--- config.mk ---
export PLATFORM = sky130hd
export DESIGN_NAME = mem_wb_skid_reg
export DESIGN_NICKNAME = d
export VERILOG_FILES = /design/src/rtl/mem_wb_skid_reg.sv
export SDC_FILE = /design/constraint.sdc
export NUM_CORES = 1
export LEC_CHECK = 0
export ABC_AREA = 1
export BUFFER_PORTS_ARGS = -buffer_cell sky130_fd_sc_hd__buf_4
export CAP_MARGIN = 5
export CORE_AREA = 3 3 136 204
export CTS_BUF_LIST = sky130_fd_sc_hd__clkbuf_4
export DETAILED_ROUTE_END_ITERATION = 10
export DIE_AREA = 0 0 139 207
export GPL_TIMING_DRIVEN = 0
export PLACE_DENSITY = 0.86
export REMOVE_ABC_BUFFERS = 1
export SKIP_CTS_REPAIR_TIMING = 1
export SLEW_MARGIN = 20
export SYNTH_ARGS = -nofsm -noshare
export SYNTH_HDL_FRONTEND = slang
export SYNTH_SLANG_ARGS = --single-unit
--- constraint.sdc ---
create_clock -name clock -period 3.5 [get_ports clock]
set_clock_uncertainty 0.1 [all_clocks]
set_input_delay 0.525 -clock clock [delete_from_list [all_inputs] [get_ports clock]]
set_output_delay 0.525 -clock clock [all_outputs]
set_load 0.03 [all_outputs]
--- src/rtl/mem_wb_skid_reg.sv ---
// MEM/WB pipeline register with a two-entry skid buffer and a valid/ready handshake.
// Writeback data is resolved as an entry enters the output stage and is held in a register.
`timescale 1ns/1ps
module mem_wb_skid_reg #(
  parameter int unsigned DATA_W      = 64,
  parameter int unsigned REG_ADDR_W  = 5,
  parameter int unsigned ZERO_REG    = 31,
  parameter int unsigned STALL_CNT_W = 16
) (
  input  logic                   clock,
  input  logic                   reset,
  input  logic                   flush,
  input  logic                   in_valid,
  output logic                   in_ready,
  input  logic [REG_ADDR_W-1:0]  rt_in,
  input  logic                   mem_to_reg_in,
  input  logic                   reg_write_in,
  input  logic [DATA_W-1:0]      alu_result_in,
  input  logic [DATA_W-1:0]      read_data_in,
  output logic                   out_valid,
  input  logic                   out_ready,
  output logic [REG_ADDR_W-1:0]  rt_out,
  output logic                   mem_to_reg_out,
  output logic                   reg_write_out,
  output logic [DATA_W-1:0]      alu_result_out,
  output logic [DATA_W-1:0]      read_data_out,
  output logic [DATA_W-1:0]      wb_data_out,
  output logic                   wb_en_out,
  output logic [1:0]             occupancy,
  output logic [STALL_CNT_W-1:0] stall_cnt
);

  typedef struct packed {
    logic [REG_ADDR_W-1:0] rt;
    logic                  mem_to_reg;
    logic                  reg_write;
    logic [DATA_W-1:0]     alu;
    logic [DATA_W-1:0]     rd;
  } entry_t;

  entry_t                 in_e;
  entry_t                 main_q, main_d;
  entry_t                 skid_q, skid_d;
  logic                   main_v_q, main_v_d;
  logic                   skid_v_q, skid_v_d;
  logic                   in_ready_q, in_ready_d;
  logic [DATA_W-1:0]      wb_data_q, wb_data_d;
  logic                   wb_en_q, wb_en_d;
  logic [STALL_CNT_W-1:0] stall_cnt_q, stall_cnt_d;
  logic                   accept, pop;

  function automatic logic [DATA_W-1:0] wb_sel(input entry_t e);
    return e.mem_to_reg ? e.rd : e.alu;
  endfunction

  always_comb begin
    in_e.rt         = rt_in;
    in_e.mem_to_reg = mem_to_reg_in;
    in_e.reg_write  = reg_write_in;
    in_e.alu        = alu_result_in;
    in_e.rd         = read_data_in;
  end

  assign accept = in_valid & in_ready_q;
  assign pop    = main_v_q & out_ready;

  always_comb begin
    main_d      = main_q;
    main_v_d    = main_v_q;
    skid_d      = skid_q;
    skid_v_d    = skid_v_q;
    wb_data_d   = wb_data_q;
    stall_cnt_d = stall_cnt_q;

    if (main_v_q && !out_ready && (stall_cnt_q != '1))
      stall_cnt_d = stall_cnt_q + 1'b1;

    // Flush only clears the valid bits; held data stays visible on the outputs.
    if (flush) begin
      main_v_d = 1'b0;
      skid_v_d = 1'b0;
    end else if (!main_v_q) begin
      if (accept) begin
        main_d    = in_e;
        wb_data_d = wb_sel(in_e);
        main_v_d  = 1'b1;
      end
    end else if (pop) begin
      if (skid_v_q) begin
        main_d    = skid_q;
        wb_data_d = wb_sel(skid_q);
        if (accept) skid_d   = in_e;
        else        skid_v_d = 1'b0;
      end else if (accept) begin
        main_d    = in_e;
        wb_data_d = wb_sel(in_e);
      end else begin
        main_v_d = 1'b0;
      end
    end else if (accept) begin
      skid_d   = in_e;
      skid_v_d = 1'b1;
    end

    in_ready_d = !skid_v_d;
    wb_en_d    = main_v_d & main_d.reg_write &
                 (main_d.rt != REG_ADDR_W'(ZERO_REG));
  end

  always_ff @(posedge clock) begin
    if (reset) begin
      main_q      <= '0;
      skid_q      <= '0;
      main_v_q    <= 1'b0;
      skid_v_q    <= 1'b0;
      in_ready_q  <= 1'b1;
      wb_data_q   <= '0;
      wb_en_q     <= 1'b0;
      stall_cnt_q <= '0;
    end else begin
      main_q      <= main_d;
      skid_q      <= skid_d;
      main_v_q    <= main_v_d;
      skid_v_q    <= skid_v_d;
      in_ready_q  <= in_ready_d;
      wb_data_q   <= wb_data_d;
      wb_en_q     <= wb_en_d;
      stall_cnt_q <= stall_cnt_d;
    end
  end

  assign in_ready       = in_ready_q;
  assign out_valid      = main_v_q;
  assign rt_out         = main_q.rt;
  assign mem_to_reg_out = main_q.mem_to_reg;
  assign reg_write_out  = main_q.reg_write;
  assign alu_result_out = main_q.alu;
  assign read_data_out  = main_q.rd;
  assign wb_data_out    = wb_data_q;
  assign wb_en_out      = wb_en_q;
  assign occupancy      = {1'b0, main_v_q} + {1'b0, skid_v_q};
  assign stall_cnt      = stall_cnt_q;

endmodule

# Yosys cells after proc, flatten, opt, wreduce, memory -nomap -nowiden
# Cells that the tools add are included.
# Widths: inputs -> output; s select.
# word_totals
regBits	354
in_bits	140
elab_cells	57
# classes
add_sub_neg	2
n_eq_ne	4
mux	24
bitwise_logic	5
n_reduce_logical	6
# op_table
cell	n
$mux 135	8
$mux 64	6
$add 16x1->16 const B	1
$ne 16x16->1 const B	1
$mux 1	10
$ne 5x5->1 const B	1
$and 1x1->1	4
$reduce_and 3->1	1
$add 1x1->2	1
$logic_and 1x1->1	2
$logic_not 1->1	2
$ne 2x1->1 const B	1
$ne 2x2->1 const B	1
$reduce_and 2->1	1
$not 1->1	1

# Longest topological paths before layout
# depth
ltp_word	8
mapped_depth	12
depth_no_buf	10

# Worst setup path after synthesis
# Ideal clock, no wire load.
# synth_path
kind	reg2reg
startpoint	register stall_cnt_q[0] (netlist: stall_cnt[0])
endpoint	register stall_cnt_q[14] (netlist: stall_cnt[14])
arrival_ns	1.775
required_ns	3.330
slack_ns	1.555
path_stages_with_launch	10
n_path_buf	2
period_less_slack_ns	1.945
path_cell_list	dfxtp_1 -> ha_1 -> nand3_1 -> nor3_1 -> nand3_1 -> nand2_1 -> buf_4 -> buf_4 -> nand2_1 -> a21oi_1
# synth_between
elab_chain_len	2
word_cells_on_any_way	3
# synth_rtl
item	line_no	text
start, declared	49	logic [STALL_CNT_W-1:0] stall_cnt_q, stall_cnt_d;
start signal, assigned	128	stall_cnt_q <= stall_cnt_d;
branches (longest 2 deep; another with $add 16x1->16)	--	
# Parallel ways; which one is timed is not known.
# A chain may end at the register's enable or synchronous reset.

# Worst setup path after layout
# layout_path
startpoint	input flush
endpoint	register main_q (netlist bit read_data_out[36])
# layout_between
elab_chain_len	2
# layout_rtl
item	line_no	text
start, declared	12	input logic flush,
$not 1->1 (no line)	--	
$reduce_and 2->1 (no line)	--	
end signal, assigned	121	main_q <= main_d;
end, declared	42	entry_t main_q, main_d;
# Every way passes these cells.

==> flow_summary.yaml <==
run_status:
  status: "finished with violations"
  violations: "hold timing"
logic_synthesis:
  synth-edff-count: 0
  synth_top_area_cell: "dfxtp_1"
  syn_area_um2: 15910
  synthTopCellsByCount: "nand2_1 (474), dfxtp_1 (354), a21oi_1 (323), o21ai_0 (268), nor2_1 (224)"
  ys_seq_elements: 354
  seq_area_frac_synth_pct: 44.55
  synthCells: 2279
  avgSynthCellArea_um2: 6.980
  async_flop_share_pct: 0
  yosysTopAreaCellShare_pct: 44.55
  ys.flop_type: "dfxtp_1"
  yosysWarningCount: 0
  synth_cell_types: 33
  synthTopCellsByArea: "dfxtp_1 (45%), nand2_1 (11%), a21oi_1 (10%), o21ai_0 (8.4%), nor2_1 (5.3%)"
  synth.most_common_cell: "nand2_1"
global_route:
  grt_start_max_net_pins: 143
  track_usage_pct: 35.37
  grt_pass1_wl_um: 84780
  antenna_found_initial: 5
  grt_pass1_vias: 16992
  gr-total-overflow: 0
route:
  wl_per_cell_um: 18.60
  drt_first_iter_violations: 2368
  ant_nets: 0
  dr.pass1.iters: 6
  drc: 0
  dr_wl_met3_um: 6321
  highest_layer: "met4"
  routedLengthMet1_um: 19460
  wirelength_um: 56680
  vias: 18234
  viasPerCell: 5.984
  wl_met2_um: 27210
pwr:
  ir_worst_vdd_mv: 0.3432
  p_leak_nw: 8.754
  fin_total_pwr_mw: 9.279
  pwr_density_cell_nw_per_um2: 448.2
cells_and_area:
  drive_above_1_share_pct: 19.90
  fin_nets: 2785
  fillCellCount: 1795
  area_growth_pct: 30.15
  fin_cells: 3047
placed_design:
  place_worst_setup_slack_ns: 0.1996
  gp_congestion: 0.8641
  dp_cells: 2819
  io_buffers: 359
  post-dp-hpwl_um: 32600
floorplanning:
  die_area_um2: 28770
  row_count: 73
  initial_utilization_pct: 60.47
  ioPinCount: 360
  core_area_um2: 26310
  die_y_um: 207
  die_w_um: 139
setup_path:
  r2r_start: "out_valid"
  critPathMaxFanout: 72
  required_ns: 4.05
  cp.arrival_ns: 3.84
  cp-start-kind: "input port"
  cp-end-kind: "flip-flop"
  cp_cell_sequence: "dlygate4sd3_1 > buf_4 > inv_1 > nand2_4 > nor2_4 > buf_12 > inv_6 > buf_16 > a21oi_1 > or2_1 > inv_1"
  critPathMaxStageDelay_ns: 0.69
  criticalPathCategory: "input port to flip-flop"
  rr_worst_depth: 9
  rr_endpoint: "read_data_out[3]"
  cp_slowest_cell: "nor2_4"
  path_common_cell: "inv_1"
  reg2reg_slack_ns: 0.31
clocking:
  clock_path_buffers: 3
  clk_pin_slew_ns: 0.08
  cts_tree: "done"
  root_buffer: "clkbuf_4"
  cts.htree.levels: 3
  numCtsBuffers: 86
  cts_sinks: 354
  clock_latency_ns: 0.76
sta:
  setup_viol: 0
  finalHoldViolations: 28
  max_clock_freq_mhz: 303.7
  fin_ws_ns: 0.2076
  drv_slew: 0
  hold_slack_ns: -0.03101
  relSlewSlack_pct: 37.62
  min_period_over_period_pct: 94.07
  tightest_slew_ns: 0.9347
  period_minus_slack_ns: 3.292
  rsz0062_at_grt: "no"
run:
  max_cap_viol_count: 0
worst_hold_path:
  worstHoldPathCells: 3
  hold_path.class: "input port to flip-flop"
  min-delay-start: "alu_result_in[32]"
  min_to: "skid_q[96]"
## flip-flops by register name, indices dropped and copies added (netlist names)
| name | count |
|---|---|
| alu_result_out | 64 |
| in_ready | 1 |
| mem_to_reg_out | 1 |
| out_valid | 1 |
| read_data_out | 64 |
| reg_write_out | 1 |
| rt_out | 5 |
| skid_q | 135 |
| skid_v_q | 1 |
| stall_cnt | 16 |
| wb_data_out | 64 |
| wb_en_out | 1 |
## through the flow
step / TNS (ns) / util [%] / cell area, um^2 / hold WS, ns
final: 0 / 78.71 / 20700 / -0.03101
after global routing: 0 / 78.71 / 20700 / -0.01577
after CTS: 0 / 75.87 / 19960 / -0.1457
after detailed placement: 0 / 71.73 / 18870 / 0.3462
after global placement: -1484.01 / 69.26 / 18220 / 0.3413
after floorplan: -348.40 / - / 15100 / 0.3318
## critical path, delay by kind of cell
family | cells | cell delay (ns)
buffers and inverters | 7 | 1.77
AND/OR/NAND/NOR | 3 | 1.23
AO/OA/AOI/OAI | 1 | 0.25
## how the worst max path moves through the flow
stage	startpoint	end	slack [ns]	depth (start not counted)
final	flush	read_data_out[36]	0.21	11
after global routing	flush	read_data_out[20]	0.08	11
after CTS	out_valid	read_data_out[3]	0.44	9
after detailed placement	flush	read_data_out[45]	0.20	10
after global placement	out_ready	skid_q[69]	-6.34	6
after floorplan	out_valid	skid_q[0]	-2.14	5
## cell families after synthesis
kind of cell,share of synthesized area [%]
compound gates,25.33
xor+xnor,0.2753
fa+ha+maj,0.1573
buf+inv,9.328
flops,44.55
simple gates,20.36
## layout make-up
type / instances / area [um^2] / area share, %
Antenna cell: 6 / 15.01 / 0.07252
Clock buffer: 119 / 893.4 / 4.315
Clock inverter: 30 / 196.4 / 0.9488
Inverter: 181 / 706.9 / 3.415
Multi-Input combinational cell: 1564 / 7362 / 35.56
Sequential cell: 354 / 7091 / 34.25
Tap cell: 337 / 421.7 / 2.037
Timing Repair Buffer: 456 / 4018 / 19.41
## metal layers
| layer | vias to the layer above | GRT usage, % |
|---|---|---|
| li1 | 8297 | - |
| met1 | 8318 | 39.29 |
| met2 | 1289 | 60.53 |
| met3 | 330 | 7.852 |
| met4 | 0 | 23.06 |
| met5 | - | 0 |
## cell usage in the layout (no fill, tap or decap), types with 2 or more instances in the layout
cell	synthesis	layout
a21oi_1	323	323
a22o_1	20	20
buf_12	0	8
buf_16	0	15
buf_4	3	358
bufinv_16	0	3
clkbuf_4	0	119
clkinv_1	1	23
dfxtp_1	354	353
diode_2	0	6
dlygate4sd3_1	0	73
ha_1	2	2
inv_1	174	171
inv_2	6	5
inv_4	0	4
inv_6	0	2
nand2_1	474	473
nand2_2	3	2
nand2_4	0	2
nand3_1	46	46
nand4_1	5	5
nor2_1	224	224
nor2_4	2	3
nor3_1	8	8
o211ai_1	48	48
o21ai_0	268	268
o21ai_1	38	38
o22ai_1	50	50
or2_1	32	32
or2_2	9	9
xnor2_1	2	2
xor2_1	3	3
## where the power goes
group	switching [mW]	internal (mW)	leakage, nW
sequential	0.108	4.19	2.88
clock	1.70	1.79	0.641
combinational	0.929	0.555	5.23
total	2.74	6.54	8.75
Power figures use the tool's default switching activity.
